### src/rtl/issue_ctrl.sv
// Issue controller for the SCC decode stage.
// Decides each cycle whether the instruction held in IF/ID may issue to EX.
// It stalls on read-after-write hazards and flushes wrong-path fetches after
// a taken branch. A HALT instruction parks the pipeline until `resume`.
// A small scoreboard of saturating down-counters tracks in-flight writes.
module issue_ctrl #(
    parameter int LOAD_LAT     = 3,  // load-to-use distance in cycles (1..4)
    parameter int ALU_LAT      = 1,  // ALU/flag result distance in cycles (1..4)
    parameter int FLUSH_CYCLES = 2   // cycles IF/ID is invalidated after a taken branch (1..4)
) (
    input  logic        clk,
    input  logic        rst_n,
    input  logic        id_valid,
    input  logic [31:0] id_instr,
    input  logic        ex_branch_taken,
    input  logic        resume,
    output logic        id_issue,
    output logic        if_stall,
    output logic        id_bubble,
    output logic        if_flush,
    output logic        halted,
    output logic [7:0]  busy_mask
);

    typedef enum logic [1:0] {
        ST_RUN    = 2'd0,
        ST_FLUSH  = 2'd1,
        ST_HALTED = 2'd2
    } state_t;

    // Only the facts about the ID instruction that matter for issue gating.
    typedef struct packed {
        logic [7:0] reads;     // one-hot set of source registers read
        logic       wr_reg;    // writes register `dest`
        logic [2:0] dest;
        logic       is_load;   // result arrives after LOAD_LAT instead of ALU_LAT
        logic       wr_flags;  // flag setter
        logic       rd_flags;  // conditional branch consumes flags
        logic       is_halt;
    } dec_t;

    // Counter load values: a result issued now is usable LAT cycles later,
    // so the counter covers the LAT-1 cycles in between.
    localparam logic [1:0] LOAD_INIT  = 2'(LOAD_LAT - 1);
    localparam logic [1:0] ALU_INIT   = 2'(ALU_LAT - 1);
    localparam logic [1:0] FLUSH_INIT = 2'(FLUSH_CYCLES - 1);

    state_t          state, state_nx;
    logic [1:0]      flush_cnt, flush_cnt_nx;
    logic [7:0][1:0] reg_cnt, reg_cnt_nx;
    logic [1:0]      flag_cnt, flag_cnt_nx;

    dec_t dec;
    logic flags_busy;
    logic hazard;

    // Low instruction bits carry immediates and play no part in issue gating.
    logic unused_bits;
    assign unused_bits = ^id_instr[15:0];

    // Classify the ID instruction into reads, writes, flag use and HALT.
    // NOTE: every always_comb output gets a default first, so no path can
    // leave a signal unassigned and infer a latch.
    always_comb begin
        dec      = '0;
        dec.dest = id_instr[24:22];
        case (id_instr[31:30])
            2'b00: begin
                // Data-immediate. mov/movt (sub-op 00000/00001) have no source.
                dec.wr_reg   = 1'b1;
                dec.wr_flags = id_instr[29] & id_instr[28];
                if (id_instr[29:26] != 4'b0000) begin
                    dec.reads[id_instr[21:19]] = 1'b1;
                end
            end
            2'b01: begin
                // Data-register. NOT has a single source.
                dec.wr_reg   = 1'b1;
                dec.wr_flags = id_instr[29] & id_instr[28];
                dec.reads[id_instr[21:19]] = 1'b1;
                if (id_instr[29:25] != 5'b10110) begin
                    dec.reads[id_instr[18:16]] = 1'b1;
                end
            end
            2'b10: begin
                dec.reads[id_instr[21:19]] = 1'b1;
                if (id_instr[25]) begin
                    // Store: the data register sits in the dest field.
                    dec.reads[id_instr[24:22]] = 1'b1;
                end else begin
                    dec.wr_reg  = 1'b1;
                    dec.is_load = 1'b1;
                end
            end
            default: begin
                // System/branch group, decoded in priority order.
                if (id_instr[28:25] == 4'b0000) begin
                    dec.reads = '0;                       // B
                end else if (id_instr[28:25] == 4'b0001) begin
                    dec.rd_flags = 1'b1;                  // Bcond
                end else if (id_instr[28:25] == 4'b0010) begin
                    dec.reads[id_instr[21:19]] = 1'b1;    // BR
                end else if (id_instr[27]) begin
                    dec.reads = '0;                       // NOP
                end else if (id_instr[28]) begin
                    dec.is_halt = 1'b1;                   // HALT
                end
            end
        endcase
    end

    // Scoreboard view: a register or the flags are busy while their counter is nonzero.
    always_comb begin
        for (int i = 0; i < 8; i++) begin
            busy_mask[i] = (reg_cnt[i] != 2'd0);
        end
        flags_busy = (flag_cnt != 2'd0);
        // HALT waits until every outstanding write has drained.
        hazard = id_valid &
                 ((|(dec.reads & busy_mask)) |
                  (dec.rd_flags & flags_busy) |
                  (dec.is_halt & ((|busy_mask) | flags_busy)));
    end

    // Next scoreboard contents: age every entry, then account for this issue.
    always_comb begin
        for (int i = 0; i < 8; i++) begin
            reg_cnt_nx[i] = (reg_cnt[i] != 2'd0) ? reg_cnt[i] - 2'd1 : 2'd0;
        end
        flag_cnt_nx = (flag_cnt != 2'd0) ? flag_cnt - 2'd1 : 2'd0;
        if (id_issue && dec.wr_reg) begin
            // An older, slower write to the same register may still be pending;
            // keep whichever of the two finishes later.
            if (dec.is_load) begin
                reg_cnt_nx[dec.dest] = (reg_cnt_nx[dec.dest] > LOAD_INIT) ?
                                       reg_cnt_nx[dec.dest] : LOAD_INIT;
            end else begin
                reg_cnt_nx[dec.dest] = (reg_cnt_nx[dec.dest] > ALU_INIT) ?
                                       reg_cnt_nx[dec.dest] : ALU_INIT;
            end
        end
        if (id_issue && dec.wr_flags) begin
            flag_cnt_nx = ALU_INIT;
        end
    end

    // Next control state and flush countdown.
    always_comb begin
        state_nx     = state;
        flush_cnt_nx = flush_cnt;
        case (state)
            ST_RUN: begin
                if (ex_branch_taken) begin
                    flush_cnt_nx = FLUSH_INIT;
                    // A single-cycle flush is fully covered by this RUN cycle.
                    if (FLUSH_CYCLES > 1) begin
                        state_nx = ST_FLUSH;
                    end
                end else if (id_issue && dec.is_halt) begin
                    state_nx = ST_HALTED;
                end
            end
            ST_FLUSH: begin
                if (ex_branch_taken) begin
                    flush_cnt_nx = FLUSH_INIT;
                end else if (flush_cnt <= 2'd1) begin
                    flush_cnt_nx = 2'd0;
                    state_nx     = ST_RUN;
                end else begin
                    flush_cnt_nx = flush_cnt - 2'd1;
                end
            end
            ST_HALTED: begin
                if (resume) begin
                    state_nx = ST_RUN;
                end
            end
            default: begin
                state_nx     = ST_RUN;
                flush_cnt_nx = 2'd0;
            end
        endcase
    end

    // Pipeline control outputs; a taken branch outranks hazard, issue and HALT.
    always_comb begin
        id_issue  = 1'b0;
        if_stall  = 1'b0;
        id_bubble = 1'b1;
        if_flush  = 1'b0;
        // While reset is asserted the outputs hold their idle values even if
        // the fetch side already presents a valid instruction or branch.
        if (rst_n) begin
            case (state)
                ST_RUN: begin
                    if (ex_branch_taken) begin
                        if_flush = 1'b1;
                    end else if (hazard) begin
                        if_stall = 1'b1;
                    end else if (id_valid) begin
                        id_issue  = 1'b1;
                        id_bubble = 1'b0;
                    end
                end
                ST_FLUSH: begin
                    if_flush = 1'b1;
                end
                ST_HALTED: begin
                    if_stall = 1'b1;
                end
                default: begin
                    id_bubble = 1'b1;
                end
            endcase
        end
    end

    assign halted = (state == ST_HALTED);

    // Control state, flush countdown and scoreboard registers.
    // NOTE: sequential state uses non-blocking assignments only, so every
    // register samples the values from before this clock edge.
    // NOTE: the scoreboard counters are reset along with the control state;
    // a stale nonzero counter after reset would stall unrelated instructions.
    always_ff @(posedge clk or negedge rst_n) begin
        if (!rst_n) begin
            state     <= ST_RUN;
            flush_cnt <= 2'd0;
            reg_cnt   <= '0;
            flag_cnt  <= 2'd0;
        end else begin
            state     <= state_nx;
            flush_cnt <= flush_cnt_nx;
            reg_cnt   <= reg_cnt_nx;
            flag_cnt  <= flag_cnt_nx;
        end
    end

endmodule

### config.mk
export PLATFORM = sky130hd
export DESIGN_NAME = issue_ctrl
export DESIGN_NICKNAME = d
export VERILOG_FILES = /design/src/rtl/issue_ctrl.sv
export SDC_FILE = /design/constraint.sdc
export NUM_CORES = 1
export LEC_CHECK = 0
export ABC_CLOCK_PERIOD_IN_PS = 2700
export BUFFER_PORTS_ARGS = -buffer_cell sky130_fd_sc_hd__buf_2
export CORE_MARGIN = 10
export CORE_UTILIZATION = 53
export DETAILED_ROUTE_END_ITERATION = 7
export GPL_TIMING_DRIVEN = 0
export PLACE_DENSITY = 0.8
export SYNTH_ARGS = -nofsm -noshare
export SYNTH_HDL_FRONTEND = slang
export SYNTH_SLANG_ARGS = --single-unit
### constraint.sdc
create_clock -name clk -period 2.7 [get_ports clk]
set_input_delay 0.135 -clock clk [delete_from_list [all_inputs] [get_ports clk]]
set_output_delay 0.135 -clock clk [all_outputs]
set_load 0.1 [all_outputs]
==> metrics.log <==
[metrics] result of the run: complete, but fails checks
[metrics] failing checks: setup timing
[metrics] fraction of the yosys area taken by sequential cells: 0.297
[metrics] Die Area: about 0.0063 mm²
[metrics] worst endpoint required time: about 2.6 ns
[metrics] IR Drop Worst-Case VDD: about 0.00027 V
[metrics] Crit Path Category: register to primary output
[metrics] logic depth of the worst register-to-register path: 9
[metrics] fraction of final layout cells with drive strength greater than 1: 0.270
[metrics] area growth from synthesis to layout: 20.1%
[metrics] Synth Area in XOR/XNOR: 0
[metrics] mean cell area of the mapped netlist: slightly above 8 µm²
[metrics] maximum fanout encountered on the critical timing path: 5
[metrics] DRT antenna net count: 0
[metrics] Residual DRC: 0
[metrics] Worst Slack Setup Final: -0.0356 ns
[metrics] wire length per cell after detailed routing: 16.7 µm
[metrics] antenna violations before repair: 0
[metrics] Max Cap Viol: 0
[metrics] Final Critical Period: roughly 2.7 ns
[metrics] Yosys top cell area share: 0.297
[metrics] CTS Root Buffer Type: clkbuf_4
[metrics] Critical Path AT: between 2 and 3 ns
[metrics] number of flops mapped to enable cells by yosys: 0
[metrics] Inserted Clock Buffers: 3
[metrics] worst slack at placement: -0.0159 ns
[metrics] Register-to-Register Setup Slack: 0.03 ns
[metrics] clk buf depth: 2
[metrics] number of H-tree levels: 1
[metrics] met2 wire length: about 2300 µm
[metrics] nets: between 300 and 400
[metrics] largest area contributor in the synthesized netlist: dfrtp_1
[metrics] Core Area: about 0.0034 mm²
[metrics] adder and majority cell fraction of the synthesized area: 0
[metrics] initial core utilization: 0.551
[metrics] count of clock tree sinks: 22
[metrics] average vias per placed instance: ~6.1
[metrics] Clk pin slew, worst setup/hold paths: roughly 0.13 ns
[metrics] # IOs: 50
[metrics] clock tree from TritonCTS: built
[metrics] first-pass GRT wire length: about 8400 µm
[metrics] worst flop-to-flop path endpoint: reg_cnt[6]$_DFF_PN0_
[metrics] y dimension of the die: about 80 µm
[metrics] Power per Cell Area: between 200 and 300 mW/mm²
[metrics] area post-placement: 0.00210 mm²
[metrics] pin count of the biggest net entering global routing: 26
[metrics] Post-Route WL: 5210 µm
[metrics] insertion delay to the later sink of the worst-skew pair: 0.31 ns
[metrics] Port Buffers: 32
[metrics] Iter 0 DRT Violations: ~150
[metrics] portion of netlist area occupied by mux cells: 0.0999
[metrics] number of flip-flops and latches in the synthesized netlist: 22
[metrics] number of setup violations in the final report: 2
[metrics] Die Width: 79.2 µm
[metrics] final count of hold timing violations: 0
[metrics] count of warnings emitted by yosys: 0
[metrics] fraction of registers with async set or reset after synthesis: 1.00
[metrics] global routing usage summed across all routing layers: 0.162
[metrics] Antenna Diode Count: 0
[metrics] timing startpoint of the critical path: reg_cnt[14]$_DFF_PN0_
[metrics] number of instances in the synthesized netlist: roughly 230
[metrics] first-pass iteration count of the detailed router: 5
[metrics] unrepaired setup endpoints after global routing: yes
[metrics] combinational family with the most area after synthesis: simple AND/OR/NAND/NOR gates
[metrics] Synth Area in Simple Gates: 0.381
[metrics] hold slack final: around 0.057 ns
[metrics] global route total overflow: 0
[metrics] Achievable Freq: between 300 and 400 MHz
[metrics] termination of the worst setup path: id_bubble
[metrics] half-perimeter wire length after placement: 4010 µm
[metrics] uppermost signal routing layer after detailed routing: met4
[metrics] metal1 wirelength: about 2300 µm
[metrics] cells taking the most area after synthesis: dfrtp_1 (30%), nor2b_1 (4.7%), mux2i_1 (4.3%)
[metrics] final non-filler cell area: 0.00223 mm²
[metrics] crit end category: primary output
[metrics] leakage power: roughly 0.0010 µW
[metrics] Final GP Congestion: between 0.9 and 1
[metrics] vias in the first global route: between 1.5k and 2k
[metrics] Vias: about 1.9k
[metrics] transition time at the pin with the least slew margin: around 0.73 ns
[metrics] compound-cell area share of the yosys netlist: 0.170
[metrics] Setup crit start kind: register
[metrics] final setup skew: 0.00759 ns
[metrics] Std-Cell Rows: 21
[metrics] Hold Path Class: input pin to register
[metrics] worst slew slack as a fraction of its limit: 0.512
[metrics] met3 wirelength from detailed routing: roughly 470 µm
[metrics] R2R Path Start: reg_cnt[14]$_DFF_PN0_
[metrics] fraction of the cycle the final worst path needs: 1.01
[metrics] post-synthesis instance area: 0.00185 mm²
[metrics] net count of the mapped netlist: about 260
[metrics] Unique masters post-synth: 51
[metrics] Primary FF master, synth: dfrtp_1
[metrics] final count of pins violating max slew: 0
final cells by class:
| cell class | count | area (µm²) |
|---|---|---|
| Timing Repair Buffer | 36 | 216 |
| Clock buffer | 4 | 36.3 |
| Multi-Input combinational cell | 183 | 1260 |
| Inverter | 10 | 45.0 |
| Tap cell | 46 | 57.6 |
| Sequential cell | 22 | 551 |
| Buffer | 12 | 65.1 |
| Fill cell | 285 | 1140 |
per-layer routing:
layer	up-vias	GRT usage
met4	0	0.0645
met2	90	0.259
met1	868	0.203
met3	16	0.0428
met5	-	0
li1	931	-
worst min path at each step:
| stage | from | end | slack (ns) | depth (start not counted) |
|---|---|---|---|---|
| 6_report | resume | state[1]$_DFFE_PN0P_ | 0.06 | 3 |
| 5_1_grt | resume | state[1]$_DFFE_PN0P_ | 0.08 | 3 |
| 4_1_cts | resume | state[1]$_DFFE_PN0P_ | 0.06 | 3 |
| 3_5_place_dp | rst_n | flush_cnt[0]$_DFFE_PN0P_ | 0.14 | 1 |
| 3_3_place_gp | rst_n | flush_cnt[0]$_DFFE_PN0P_ | 0.14 | 1 |
| 2_1_floorplan | rst_n | flag_cnt[0]$_DFF_PN0_ | -0.16 | 0 |
metrics by stage:
stage / total power, µW / utilization / instances / TNS (ns)
2_1_floorplan: 418 / - / 227 / -0.120
3_3_place_gp: 468 / 0.624 / 305 / -0.113
3_5_place_dp: 468 / 0.624 / 305 / -0.0159
4_1_cts: 652 / 0.647 / 310 / 0
5_1_grt: 682 / 0.662 / 313 / -0.254
6_report: 654 / 0.662 / 313 / -0.0390
power breakdown:
part | leakage, µW | internal (µW) | switching, µW
registers | 0.000302 | 331 | 1.94
logic | 0.000722 | 45.9 | 91.8
clock network | 0.0000210 | 82.3 | 100
state kept, by name, indices dropped and copies added, names as in the netlist:
signal / cells
flag_cnt: 2
flush_cnt: 2
state: 2
reg_cnt: 16
logic make-up after synthesis:
family          count (synthesis)
flops                          22
simple gates                  120
compound gates                 47
buf+inv                        22
mux                            16
what timing repair did:
item                                    4_1_cts  5_1_grt
pin swaps                                     2        5
setup buffers                                 0        3
gates resized for setup                       8        9
endpoints found under the setup margin        4        3
hold endpoints to repair                     22        0
hold buffers                                  1        0
critical path, cell delays in order (launching register included):
cell and delay (ns):
dfrtp_1 0.45, nor4_2 0.31, nand4_1 0.18, nor4_2 0.34, o311a_1 0.24, and4_4 0.24, buf_6 0.10, and2_4 0.17
clkinvlp_4 0.10, buf_12 0.17
Yosys cell counts, types with 2 or more instances:
| master | number |
|---|---|
| inv_1 | 10 |
| nor4_1 | 6 |
| nand3b_1 | 7 |
| mux2_2 | 2 |
| o21ai_0 | 9 |
| mux2_1 | 4 |
| dfrtp_1 | 22 |
| a2111oi_0 | 2 |
| nor3_1 | 6 |
| o211ai_1 | 2 |
| nand4_1 | 4 |
| nand2b_1 | 5 |
| buf_2 | 5 |
| and3_1 | 9 |
| nand3_2 | 4 |
| clkbuf_1 | 6 |
| nor2b_1 | 14 |
| o31ai_1 | 2 |
| nand4b_1 | 3 |
| nand3_1 | 10 |
| nor3b_1 | 4 |
| and4_1 | 2 |
| a21oi_1 | 10 |
| nand2_1 | 20 |
| nor2_1 | 15 |
| mux2i_1 | 8 |
| a31oi_1 | 9 |
| or2_2 | 4 |
layout by cell type (no fill, tap or decap), types with 3 or more instances in the layout:
| cell | count |
|---|---|
| a21oi_1 | 10 |
| a31oi_1 | 9 |
| and3_1 | 8 |
| buf_2 | 33 |
| buf_4 | 4 |
| buf_6 | 3 |
| clkbuf_1 | 6 |
| clkbuf_4 | 3 |
| dfrtp_1 | 22 |
| inv_1 | 8 |
| mux2_1 | 4 |
| mux2i_1 | 8 |
| nand2_1 | 20 |
| nand2b_1 | 5 |
| nand3_1 | 10 |
| nand3_2 | 4 |
| nand3b_1 | 7 |
| nand4_1 | 4 |
| nand4b_1 | 3 |
| nor2_1 | 13 |
| nor2b_1 | 13 |
| nor3_1 | 6 |
| nor3b_1 | 3 |
| nor4_1 | 3 |
| nor4_2 | 3 |
| o21ai_0 | 9 |
| or2_2 | 4 |
Power figures use the tool's default switching activity.
